--- src/rtl/sr_latch_driver.sv ---
// Phase-ordered setup/strobe/hold driver for a gated SR latch, one command per handshake.
// Optional readback check of q_fb is enabled by defining SR_LATCH_DRIVER_READBACK_EN.
module sr_latch_driver #(
  parameter int unsigned SETUP_CYCLES  = 1,
  parameter int unsigned STROBE_CYCLES = 2,
  parameter int unsigned HOLD_CYCLES   = 1
) (
  input  logic       clk,
  input  logic       rst,
  input  logic       req_valid,
  input  logic [1:0] req_op,
  output logic       req_ready,
  output logic       s,
  output logic       r,
  output logic       en,
  input  logic       q_fb,
  output logic       busy,
  output logic       done,
  output logic       err,
  output logic       exp_q
);

  localparam int unsigned CNT_W = 4;
  localparam int unsigned OP_W  = 2;

  localparam logic [CNT_W-1:0] SETUP_LOAD  = CNT_W'(SETUP_CYCLES);
  localparam logic [CNT_W-1:0] STROBE_LOAD = CNT_W'(STROBE_CYCLES);
  localparam logic [CNT_W-1:0] HOLD_LOAD   = CNT_W'(HOLD_CYCLES);
  localparam logic [CNT_W-1:0] CNT_LAST    = CNT_W'(1);

  localparam logic [OP_W-1:0] OP_CLR = OP_W'(2'b01);
  localparam logic [OP_W-1:0] OP_SET = OP_W'(2'b10);
  localparam logic [OP_W-1:0] OP_ILL = OP_W'(2'b11);

  typedef enum logic [2:0] {
    ST_IDLE,
    ST_SETUP,
    ST_STROBE,
    ST_HOLD,
    ST_RESP
  } state_e;

  state_e           state_q, state_d;
  logic [CNT_W-1:0] cnt_q, cnt_d;
  logic [OP_W-1:0]  op_q, op_d;
  logic             ready_q, ready_d;
  logic             s_q, s_d;
  logic             r_q, r_d;
  logic             en_q, en_d;
  logic             busy_q, busy_d;
  logic             done_q, done_d;
  logic             err_q, err_d;
  logic             expq_q, expq_d;
  logic             accept_c;
  logic             write_c;
  logic             drive_c;

  assign accept_c = req_valid && ready_q;

  // Outputs are decoded from the next state so they register in step with state_q.
  always_comb begin
    state_d = state_q;
    cnt_d   = cnt_q;
    op_d    = op_q;
    write_c = 1'b0;
    drive_c = 1'b0;
    ready_d = 1'b0;
    s_d     = 1'b0;
    r_d     = 1'b0;
    en_d    = 1'b0;
    busy_d  = 1'b0;
    done_d  = 1'b0;
    err_d   = 1'b0;
    expq_d  = expq_q;

    case (state_q)
      ST_IDLE: begin
        if (accept_c) begin
          op_d = req_op;
          if (req_op == OP_SET || req_op == OP_CLR) begin
            state_d = ST_SETUP;
            cnt_d   = SETUP_LOAD;
          end else begin
            state_d = ST_RESP;
          end
        end
      end
      ST_SETUP: begin
        if (cnt_q == CNT_LAST) begin
          state_d = ST_STROBE;
          cnt_d   = STROBE_LOAD;
        end else begin
          cnt_d = cnt_q - CNT_W'(1);
        end
      end
      ST_STROBE: begin
        if (cnt_q == CNT_LAST) begin
          state_d = ST_HOLD;
          cnt_d   = HOLD_LOAD;
        end else begin
          cnt_d = cnt_q - CNT_W'(1);
        end
      end
      ST_HOLD: begin
        if (cnt_q == CNT_LAST) begin
          state_d = ST_RESP;
        end else begin
          cnt_d = cnt_q - CNT_W'(1);
        end
      end
      ST_RESP: begin
        state_d = ST_IDLE;
      end
      default: begin
        state_d = ST_IDLE;
      end
    endcase

    write_c = (op_d == OP_SET) || (op_d == OP_CLR);
    drive_c = write_c &&
              ((state_d == ST_SETUP) || (state_d == ST_STROBE) || (state_d == ST_HOLD));

    ready_d = (state_d == ST_IDLE);
    s_d     = drive_c && (op_d == OP_SET);
    r_d     = drive_c && (op_d == OP_CLR);
    en_d    = write_c && (state_d == ST_STROBE);
    busy_d  = (state_d != ST_IDLE);
    done_d  = (state_d == ST_RESP);
    err_d   = done_d && (op_d == OP_ILL);

`ifdef SR_LATCH_DRIVER_READBACK_EN
    // q_fb is sampled on the edge entering RESP, HOLD_CYCLES after en falls.
    if (done_d && write_c && (q_fb != (op_d == OP_SET))) begin
      err_d = 1'b1;
    end
`endif

    if (done_d && write_c) begin
      expq_d = (op_d == OP_SET);
    end
  end

  always_ff @(posedge clk or posedge rst) begin
    if (rst) begin
      state_q <= ST_IDLE;
      cnt_q   <= '0;
      op_q    <= '0;
      ready_q <= 1'b0;
      s_q     <= 1'b0;
      r_q     <= 1'b0;
      en_q    <= 1'b0;
      busy_q  <= 1'b0;
      done_q  <= 1'b0;
      err_q   <= 1'b0;
      expq_q  <= 1'b0;
    end else begin
      state_q <= state_d;
      cnt_q   <= cnt_d;
      op_q    <= op_d;
      ready_q <= ready_d;
      s_q     <= s_d;
      r_q     <= r_d;
      en_q    <= en_d;
      busy_q  <= busy_d;
      done_q  <= done_d;
      err_q   <= err_d;
      expq_q  <= expq_d;
    end
  end

`ifndef SR_LATCH_DRIVER_READBACK_EN
  logic unused_q_fb;
  assign unused_q_fb = q_fb;
`endif

  assign req_ready = ready_q;
  assign s         = s_q;
  assign r         = r_q;
  assign en        = en_q;
  assign busy      = busy_q;
  assign done      = done_q;
  assign err       = err_q;
  assign exp_q     = expq_q;

  // Latch-safety properties of the drive pattern.
  a_sr_exclusive: assert property (@(posedge clk) disable iff (rst) !(s_q && r_q));
  a_en_in_strobe: assert property (@(posedge clk) disable iff (rst) en_q |-> (state_q == ST_STROBE));
  a_sr_stable_en: assert property (@(posedge clk) disable iff (rst)
                                   (en_q && $past(en_q)) |-> $stable({s_q, r_q}));

endmodule

--- config.mk ---
export PLATFORM = sky130hd
export DESIGN_NAME = sr_latch_driver
export DESIGN_NICKNAME = d
export VERILOG_FILES = /design/src/rtl/sr_latch_driver.sv
export SDC_FILE = /design/constraint.sdc
export NUM_CORES = 1
export LEC_CHECK = 0
export BUFFER_PORTS_ARGS = -buffer_cell sky130_fd_sc_hd__buf_2
export CAP_MARGIN = 20
export CORE_MARGIN = 8
export CORE_UTILIZATION = 40
export CTS_CLUSTER_DIAMETER = 200
export DETAILED_ROUTE_END_ITERATION = 16
export HOLD_SLACK_MARGIN = 0.08
export PLACE_DENSITY = 0.57
export SLEW_MARGIN = 40
export SYNTH_ARGS = -nofsm -noshare
export SYNTH_HDL_FRONTEND = slang
export SYNTH_SLANG_ARGS = --single-unit
--- constraint.sdc ---
create_clock -name clk -period 4.6 [get_ports clk]
set_input_delay 0.46 -clock clk [delete_from_list [all_inputs] [get_ports clk]]
set_output_delay 0.46 -clock clk [all_outputs]
set_load 0.03 [all_outputs]
# Word-level counts from Yosys, hierarchy flattened
# Cells that the tools add are included.
# W data, S select, Z words.
[word_totals] output_inout_bits=8 latch_bits=0 romBits=0 in_bits=6 reg_bits=17 ramBits=0 elab_cells=58 mem_count=0
[classes] n_reduce_logical=16 n_lt_le_gt_ge=0 n_eq_ne=16 mul=0 bitwise=0 mux=14 add_sub_neg=1 n_shift=0 div=0
[op_table] operator="$mux W4" n=5
[op_table] operator="$pmux W4 S4" n=1
[op_table] operator="$mux W3" n=5
[op_table] operator="$eq A3 B2 Y1 const B" n=4
[op_table] operator="$pmux W3 S4" n=1
[op_table] operator="$logic_and A1 B1 Y1" n=7
[op_table] operator="$eq A2 B2 Y1 const B" n=3
[op_table] operator="$eq A3 B1 Y1 const B" n=2
[op_table] operator="$logic_not A3 Y1" n=2
[op_table] operator="$ne A2 B2 Y1 const B" n=3
[op_table] operator="$eq A2 B1 Y1 const B" n=2
[op_table] operator="$eq A4 B1 Y1 const B" n=1
[op_table] operator="$logic_or A1 B1 Y1" n=4
[op_table] operator="$mux W2" n=2
[op_table] operator="$reduce_and A4 Y1" n=1
[op_table] operator="$reduce_bool A4 Y1" n=1
[op_table] operator="$sub A4 B1 Y4 const B" n=1
[op_table] operator="$eq A3 B3 Y1 const B" n=1
[op_table] operator="$reduce_bool A3 Y1" n=1

# Depth between registers and ports, before layout
# Gate-level depths: netlist (run 1).
[depth] ltp_word=10 ltp_mapped=7 mapped_depth_nobuf=7

# Worst setup path before layout (run 1)
# No wires, ideal clock.
[synth_timing] path_kind="register -> register" from="register ready_q, in the netlist req_ready" to="register expq_q, in the netlist exp_q" path_slack_ns=2.496 path_stages_with_launch=8 synth_period_minus_slack_ns=2.104 required_time_ns=4.475 setup_ns=0.125 path_buffers=0 arrival_time_ns=1.979 cell_sequence="dfrtp_1 -> and3b_1 -> nand2_1 -> mux2i_1 -> inv_1 -> ha_1 -> nor3_2 -> mux2_2"
[synth_between] elab_chain_cells=6 word_cells_on_any_way=10 cone_classes="eq/ne (3); mux (4); reduce/logical (3)"
[synth_lines] element="from (decl)" line_no="46" rtl="logic ready_q, ready_d;"
[synth_lines] element="from (signal assigned)" line_no="160" rtl="ready_q <= ready_d;"
[synth_lines] element="$logic_and A1 B1 Y1 (*)" line_no="58" rtl="assign accept_c = req_valid && ready_q;"
[synth_lines] element="$mux W2 (*)" line_no="78" rtl="if (accept_c) begin"
[synth_lines] element="$mux W2 (*)" line_no="76" rtl="case (state_q)"
[synth_lines] element="via op_d[1]" line_no="45" rtl="logic [OP_W-1:0] op_q, op_d;"
[synth_lines] element="$eq A2 B2 Y1 / $eq A2 B1 Y1 (equally long branches)" line_no="119, 139"
[synth_lines] element="$logic_or A1 B1 Y1" line_no="119" rtl="write_c = (op_d == OP_SET) || (op_d == OP_CLR);"
[synth_lines] element="$logic_and A1 B1 Y1" line_no="138" rtl="if (done_d && write_c) begin"
[synth_lines] element="to (signal assigned)" line_no="167" rtl="expq_q <= expq_d;"
[synth_lines] element="to (decl)" line_no="53" rtl="logic expq_q, expq_d;"
# The timed path passes the listed nets; every way through them passes the cells marked *.
# A chain may end at the register's enable or synchronous reset.

# Worst setup path after layout (run 1)
[layout_timing] from="register state_q[2]" to="register expq_q, in the netlist exp_q"
[layout_between] elab_chain_cells=5 word_cells_on_any_way=15 cone_classes="eq/ne (6); mux (6); reduce/logical (3)"
[layout_lines] element="from (decl)" line_no="43" rtl="state_e state_q, state_d;"
[layout_lines] element="from (signal assigned)" line_no="157" rtl="state_q <= state_d;"
[layout_lines] element="$logic_not A3 Y1 (*)" line_no="76"
[layout_lines] element="$mux W2 (*)" line_no="76"
[layout_lines] element="via op_d[1]" line_no="45"
[layout_lines] element="$eq A2 B2 Y1 / $eq A2 B1 Y1 (equally long branches)" line_no="119, 139"
[layout_lines] element="$logic_or A1 B1 Y1" line_no="119"
[layout_lines] element="$logic_and A1 B1 Y1" line_no="138"
# Marked as above.

==> results of run 1 <==
## Yosys cell counts, drive strengths merged
master | instances | share of area
nand2 | 4 | 0.018
and3b | 1 | 0.010
nor2 | 8 | 0.036
o31a | 1 | 0.010
nor2b | 2 | 0.015
o21bai | 1 | 0.0090
o2bb2ai | 1 | 0.010
inv | 5 | 0.022
dfrtp | 17 | 0.51
and4bb | 1 | 0.019
buf | 1 | 0.0060
a21o | 2 | 0.027
o31ai | 2 | 0.018
and2 | 2 | 0.015
nor3b | 3 | 0.039
o22ai | 1 | 0.0075
nor4 | 1 | 0.0075
a32oi | 1 | 0.019
ha | 5 | 0.075
nor3 | 2 | 0.018
nand3 | 1 | 0.0060
mux2 | 1 | 0.013
xnor2 | 2 | 0.021
mux2i | 3 | 0.036
o21ai | 5 | 0.030
## power groups by stage
stage          clock [mW]  combinational, mW  sequential, mW
2_1_floorplan           0              0.223           0.294
3_3_place_gp            0              0.340           0.255
3_5_place_dp            0              0.341           0.257
4_1_cts            0.0854              0.346           0.255
5_1_grt            0.0906              0.380           0.260
6_report           0.0821              0.338           0.253
## routing by layer
| metal | share of wire | GRT usage |
|---|---|---|
| met1 | 0.44 | 0.104 |
| met2 | 0.49 | 0.148 |
| met3 | 0.052 | 0.0480 |
| met4 | 0.022 | 0.0487 |
| met5 | 0 | 0 |
## how the worst max path moves through the flow
stage	start	slack, ns	to	depth (start not counted)
floorplan	req_ready	2.50	exp_q	7
global placement	req_valid	2.31	exp_q	8
detailed placement	req_valid	2.32	exp_q	8
CTS	state_q[2]	2.30	exp_q	7
global route	state_q[2]	2.14	exp_q	7
finish	state_q[2]	2.34	exp_q	7
## critical path, delay by kind of cell (launching register included)
family                     cells  cell delay [ns]
buffers and inverters          1             0.10
DFF                            1             0.54
and+or+nand+nor                3             0.58
adders and majority gates      1             0.36
muxes                          2             0.59
## state kept, by name (all words and copies together), names as in the netlist
signal and flops:
busy 1, s 1, req_ready 1, en 1, err 1, exp_q 1, r 1, done 1
cnt_q 4, op_q 2, state_q 3
## cell type report
class	instances	area, um2	share of cell area
Tap cell	27	33.8	0.0355
Timing Repair Buffer	12	60.1	0.0632
Multi-Input combinational cell	50	385	0.405
Inverter	5	18.8	0.0197
Clock buffer	3	22.5	0.0237
Sequential cell	17	425	0.447
Clock inverter	1	5.00	0.00526
## cell families after synthesis
family / count (synthesis) / share of synthesized area
adders and majority gates: 5 / 0.0750
muxes: 4 / 0.0495
and+or+nand+nor: 25 / 0.184
AOI/OAI and AO/OA: 14 / 0.132
buffers and inverters: 6 / 0.0285
DFF: 17 / 0.510
xor gates and xnor gates: 2 / 0.0210
## metrics by stage
stage / instance area, um2 / std cells
finish: 951 / 115
global route: 951 / 115
CTS: 951 / 115
detailed placement: 923 / 111
global placement: 923 / 111
floorplan: 835 / 73
==> flow_summary.toml, run 1 <==
[timing]
hold_viol = 0
report.final.slew_viol_count = 0
post-route-period-util = 0.492
timing.setup.tns_ns = 0
fin_skew_ns = 0.00687
slew_headroom = 0.570
rsz0062_at_grt = "no"
final-setup-viol-count = 0
worst_slack_ns = 2.34
max_freq_mhz = 442
worst_pin_slew_ns = 0.644
hold_slack_ns = 0.229
period_needed_ns = 2.26

[floorplan]
core-area_um2 = 1960
dieHeight_um = 61.7
num_io_pins = 14
die_area_um2 = 3800
initial_core_util = 0.425
core.rowCount = 16
fp.dieW_um = 61.7

[global_routing]
grt_pass1_vias = 560
grt.total_usage = 0.0950
overflow = 0
grt_antenna_before_repair = 0
grt_max_degree = 18
grt_pass1_wl_um = 2560

[job]
cap_violations = 0

[pwr]
seqPwrFrac = 0.376
powerDensity_nw_per_um2 = 709
switching_power_mw = 0.300
leakage_nw = 0.479
swShare = 0.445
pwr-share-comb = 0.502
internal_power_mw = 0.374
peakVddDrop_v = 0.000324
p_clk_frac = 0.122
finalPower_mw = 0.674

[yosys]
synth_seq_area_share = 0.510
avgSynthCellArea_um2 = 11.4
synth.yosys.warnings = 0
synthDistinctLibCells = 28
syn_area_um2 = 835
syn_inst = 73
synth_nets = 84
yosys_register_bits = 17

[worst_setup_path]
worstSetupPathType = "flip-flop to flip-flop"
end_kind = "flip-flop"
reg2reg_depth = 7
r2r_slack_ns = 2.34
cpMaxStageDelayCell = "dfrtp_1"
crit_fanout = 11
crit_required_ns = 4.79
reg2reg_from = "state_q[2]"
crit_path_max_incr_delay_ns = 0.54
startpoint_type = "flip-flop"
critPathArrivalTime_ns = 2.46
path_cells = "and3b_1 -> nand2_1 -> mux2i_1 -> inv_1 -> ha_1 -> nor3_2 -> mux2_2"
reg2reg_to = "exp_q"

[detailed_routing]
drc = 0
vias = 570
wl_per_cell_um = 13.3
final_antenna_net_count = 0
drt_iter0_drc = 7
firstDrtPassIters = 4
drt-total-wl_um = 1530
vias_per_cell = 4.96

[placement]
preCtsSetupSlack_ns = 2.32
port_buffers = 12
dp_hpwl_um = 1130
gp_congestion = 0.811

[cts]
post_cts_buffers = 0
clk_latency_ns = 0.30
htreeDepth = 1
cts_resized = 0
cts_tree = "yes"
root_buffer = "clkbuf_4"
clkSinkCount = 17
clock_path_buffers = 2
cts_made_buffers = 3
cts-hold-fix-buffers = 0
clk_pin_slew_ns = 0.11

[cells_and_area]
final_common_cell = "dfrtp_1"
antenna_cells = 0
most-common-layout-cells = "dfrtp_1, buf_2, nor2_1"
layout.nets = 100
area_delta_synth_final_pct = 13.9
final_core_util = 0.485
drive_above_1_share = 0.261
nFillCells = 218

[worst_hold_path]
hold_path_class = "input port to async pin"

[run_status]
status = "completed"
Note: power is estimated with default switching activity, not from simulation.
==> inputs of run 2 (changes only) <==
--- a/config.mk
+++ b/config.mk
@@ -12,7 +12,7 @@
 export CTS_CLUSTER_DIAMETER = 200
 export DETAILED_ROUTE_END_ITERATION = 16
 export HOLD_SLACK_MARGIN = 0.08
-export PLACE_DENSITY = 0.57
+export PLACE_DENSITY = 0.59
 export SLEW_MARGIN = 40
 export SYNTH_ARGS = -nofsm -noshare
 export SYNTH_HDL_FRONTEND = slang
==> constraint.sdc (replaced) <==
create_clock -name clk -period 1.85 [get_ports clk]
set_input_delay 0.185 -clock clk [delete_from_list [all_inputs] [get_ports clk]]
set_output_delay 0.185 -clock clk [all_outputs]
set_load 0.03 [all_outputs]
==> flow_summary.toml, run 2 (same netlist as run 1, synthesis figures left out) <==
[run_status]
status = "finished with violations"
violations = "setup timing"

[cts]
clock_path_buffers = 2
cts_tree = "yes"
htreeDepth = 1
cts_made_buffers = 3
root_buffer = "clkbuf_4"
clkSinkCount = 17
clk_pin_slew_ns = 0.10
clk_latency_ns = 0.29

[cells_and_area]
reg_top3 = "cnt_q (4), state_q (3), op_q (2)"
final_common_cell = "dfrtp_1"
layout.nets = 114
most-common-layout-cells = "dfrtp_1, buf_4, buf_2, nor2_1"
antenna_cells = 0
nFillCells = 197
regMostFlops = "cnt_q"
largest_reg_flops = 4
fin_cells = 129
area_delta_synth_final_pct = 31.2
final_core_util = 0.558
drive_above_1_share = 0.402

[worst_setup_path]
end_kind = "flip-flop"
worstSetupPathType = "flip-flop to flip-flop"
cpMaxStageDelayCell = "dfrtp_2"
startpoint_type = "flip-flop"
crit_required_ns = 2.03
path_delay_family = "multiplexers"
path_cells = "and3b_1 -> nand2_2 -> mux2i_2 -> ha_4 -> nor3_4 -> mux2_4"
crit_fanout = 3
crit_path_max_incr_delay_ns = 0.41
critPathArrivalTime_ns = 2.09
crit_buf_inv = 0

[detailed_routing]
drc = 0
drt_iter0_drc = 7
vias_per_cell = 4.84
wl_per_cell_um = 13.5
vias = 625
drt-total-wl_um = 1750
firstDrtPassIters = 4
final_antenna_net_count = 0

[placement]
preCtsSetupSlack_ns = -0.0347
dp_hpwl_um = 1280
dp_cells = 121
gp_congestion = 0.782
port_buffers = 12

[global_routing]
grt_pass1_vias = 659
grt.total_usage = 0.111
overflow = 0
grt_antenna_before_repair = 0
grt_pass1_wl_um = 3030
grt_max_degree = 18

[job]
cap_violations = 0

[timing]
final-setup-viol-count = 1
period_needed_ns = 1.90
timing.setup.tns_ns = -0.0530
post-route-period-util = 1.03
report.final.slew_viol_count = 0
hold_viol = 0
rsz0062_at_grt = "yes"
worst_pin_slew_ns = 0.652
slew_headroom = 0.565
fin_skew_ns = 0.00405
worst_slack_ns = -0.0530
max_freq_mhz = 525

[floorplan]
initial_core_util = 0.425
fp.dieW_um = 61.7
core.rowCount = 16
core-area_um2 = 1960
dieHeight_um = 61.7
die_area_um2 = 3800
num_io_pins = 14

[pwr]
seqPwrFrac = 0.301
leakage_nw = 0.542
peakVddDrop_v = 0.000903
powerDensity_nw_per_um2 = 1830
p_clk_frac = 0.100
pwr-share-comb = 0.599
finalPower_mw = 2.00
switching_power_mw = 0.842
swShare = 0.421
internal_power_mw = 1.16

[worst_hold_path]
hold_path_class = "input port to flip-flop"
==> run 2: metrics by stage <==
step	hold slack (ns)	cell area (um2)
after floorplan	0.111	855
after global placement	0.296	1020
after detailed placement	0.309	1020
after CTS	0.270	1080
after global routing	0.274	1090
final	0.279	1090
==> run 2: timing repair <==
action                                 in CTS  in global routing
hold buffers                                1                  0
setup buffers                               2                  1
setup endpoints to repair                   1                  2
endpoints found under the hold margin      17                  0
resized for setup                           2                  1
==> run 2: cell type report <==
class | instances | area, um2 | area share
sequential | 17 | 427 | 0.390
multi-input combinational | 50 | 420 | 0.384
timing repair buffer | 26 | 168 | 0.153
tap | 27 | 33.8 | 0.0309
clock buffer | 3 | 22.5 | 0.0206
inverter | 5 | 18.8 | 0.0171
clock inverter | 1 | 5.00 | 0.00457
==> run 2: worst min-delay path, cell delays in order <==
cell	delay (ns)
buf_2	0.10
mux2i_2	0.10
inv_1	0.13
==> run 2: worst paths after layout <==
path	startpoint	endpoint	slack [ns]	cells after the start
max	req_ready	exp_q	-0.05	6
min	req_op[0]	op_q[0]	0.28	3
max reg2reg	req_ready	exp_q	-0.05	6
min reg2reg	cnt_q[3]	cnt_q[3]	0.53	1
max in group asynchronous	rst	req_ready	0.89	3
min in group asynchronous	rst	done	0.51	3
==> run 2: power by group through the flow <==
stage | Sequential, mW | Combinational (mW) | Clock, mW
floorplan | 0.737 | 0.610 | 0
global placement | 0.602 | 1.10 | 0
detailed placement | 0.608 | 1.11 | 0
CTS | 0.603 | 1.19 | 0.211
global route | 0.623 | 1.32 | 0.232
finish | 0.603 | 1.20 | 0.200
==> run 2: routing by layer <==
| layer | share of wire | track usage |
|---|---|---|
| met5 | 0 | 0 |
| met3 | 0.043 | 0.0418 |
| met4 | 0.0086 | 0.0682 |
| met1 | 0.42 | 0.125 |
| met2 | 0.52 | 0.174 |
==> inputs of run 3 (changes only) <==
--- a/config.mk
+++ b/config.mk
@@ -9,10 +9,10 @@
 export CAP_MARGIN = 20
 export CORE_MARGIN = 8
 export CORE_UTILIZATION = 40
-export CTS_CLUSTER_DIAMETER = 200
 export DETAILED_ROUTE_END_ITERATION = 16
 export HOLD_SLACK_MARGIN = 0.08
 export PLACE_DENSITY = 0.59
+export SKIP_CTS_REPAIR_TIMING = 1
 export SLEW_MARGIN = 40
 export SYNTH_ARGS = -nofsm -noshare
 export SYNTH_HDL_FRONTEND = slang
==> flow_summary.toml, run 3 (same netlist as run 1, synthesis figures left out) <==
[worst_setup_path]
path_cells = "nor2_1 -> nand2_4 -> mux2i_1 -> inv_1 -> ha_4 -> nor3_4 -> mux2_4"
critPathArrivalTime_ns = 2.09
cpMaxStageDelayCell = "dfrtp_1"
startpoint_type = "flip-flop"
crit_buf_inv = 1
path_delay_family = "simple AND/OR/NAND/NOR gates"
crit_required_ns = 2.04
end_kind = "flip-flop"
crit_path_max_incr_delay_ns = 0.40
worstSetupPathType = "flip-flop to flip-flop"
crit_fanout = 3

[detailed_routing]
firstDrtPassIters = 2
drc = 0
wl_per_cell_um = 13.5
drt-total-wl_um = 1710
vias_per_cell = 4.77
drt_iter0_drc = 5
vias = 606
final_antenna_net_count = 0

[timing]
rsz0062_at_grt = "yes"
worst_slack_ns = -0.0516
hold_slack_ns = 0.283
period_needed_ns = 1.90
slew_headroom = 0.563
report.final.slew_viol_count = 0
worst_pin_slew_ns = 0.655
hold_viol = 0
final-setup-viol-count = 1
max_freq_mhz = 526
post-route-period-util = 1.03
fin_skew_ns = 0.0102

[floorplan]
core-area_um2 = 1960
core.rowCount = 16
initial_core_util = 0.425
dieHeight_um = 61.7
num_io_pins = 14
die_area_um2 = 3800
fp.dieW_um = 61.7

[global_routing]
grt_pass1_wl_um = 2890
grt_pass1_vias = 639
overflow = 0
grt_antenna_before_repair = 0
grt_max_degree = 18
grt.total_usage = 0.105

[worst_hold_path]
hold_path_class = "input port to flip-flop"

[cells_and_area]
final_common_cell = "dfrtp_1"
final_core_util = 0.554
fin_cells = 127
design_area_um2 = 1090
regMostFlops = "cnt_q"
reg_top3 = "cnt_q (4), state_q (3), op_q (2)"
largest_reg_flops = 4
most-common-layout-cells = "dfrtp_1, buf_2, buf_4, nor2_1"
area_delta_synth_final_pct = 30.1
layout.nets = 112
antenna_cells = 0
nFillCells = 196
drive_above_1_share = 0.400

[cts]
clock_path_buffers = 2
clk_pin_slew_ns = 0.11
htreeDepth = 1
cts_made_buffers = 3
root_buffer = "clkbuf_4"
clkSinkCount = 17
clk_latency_ns = 0.29
cts_tree = "yes"

[pwr]
peakVddDrop_v = 0.000873
finalPower_mw = 1.99
leakage_nw = 0.539
powerDensity_nw_per_um2 = 1840

[placement]
port_buffers = 12
dp_hpwl_um = 1280
dp_cells = 121
gp_congestion = 0.782
placed_area_um2 = 1020

[run_status]
violations = "setup timing"
status = "finished with violations"

[job]
cap_violations = 0
## run 3: changes by cell type in the layout (fill, tap and decap cells not counted), sizes merged
cell,previous run,this run
buf,25,23
## run 3: per-layer routing
metal | GRT usage | up-vias | routed length [um]
met5 | 0 | - | 0
met4 | 0.0682 | 0 | 15
met3 | 0.0418 | 2 | 65
met2 | 0.160 | 5 | 869
met1 | 0.120 | 292 | 762
li1 | - | 307 | -
## run 3: metrics by stage
step,setup WS [ns],TNS [ns]
global route,-0.118,-0.135
detailed placement,-0.0347,-0.0347
floorplan,-0.0979,-0.0979
global placement,-0.0194,-0.0194
CTS,-0.0578,-0.0578
finish,-0.0516,-0.0516
## run 3: final cells by class
class                   instances  area (um2)  share of cell area
clock buffers                   3        22.5              0.0207
clock inverters                 1        5.00             0.00461
inverters                       5        18.8              0.0173
multi-input cells              50         427               0.393
flip-flops and latches         17         427               0.393
well taps                      27        33.8              0.0311
repair buffers                 24         153               0.141
## run 3: path summary, 6_finish.rpt
path                       startpoint   endpoint  slack [ns]  depth (start not counted)
setup reg to reg           state_q[0]      exp_q       -0.05                          7
max in group asynchronous         rst  req_ready        0.89                          3
hold / removal              req_op[0]    op_q[0]        0.28                          3
setup / recovery           state_q[0]      exp_q       -0.05                          7
hold reg to reg              cnt_q[3]   cnt_q[3]        0.54                          1
min in group asynchronous         rst       done        0.51                          3
## run 3: report_power, final
part / internal, mW / leakage [nW] / switching (mW)
Sequential: 0.521 / 0.217 / 0.0826
Clock: 0.0804 / 0.0177 / 0.119
Combinational: 0.546 / 0.304 / 0.644
## run 3: worst register-to-register path, cell delays in order (launching register included)
cell	delay [ns]
dfrtp_1	0.40
nor2_1	0.26
nand2_4	0.11
mux2i_1	0.20
inv_1	0.11
ha_4	0.24
nor3_4	0.17
mux2_4	0.32
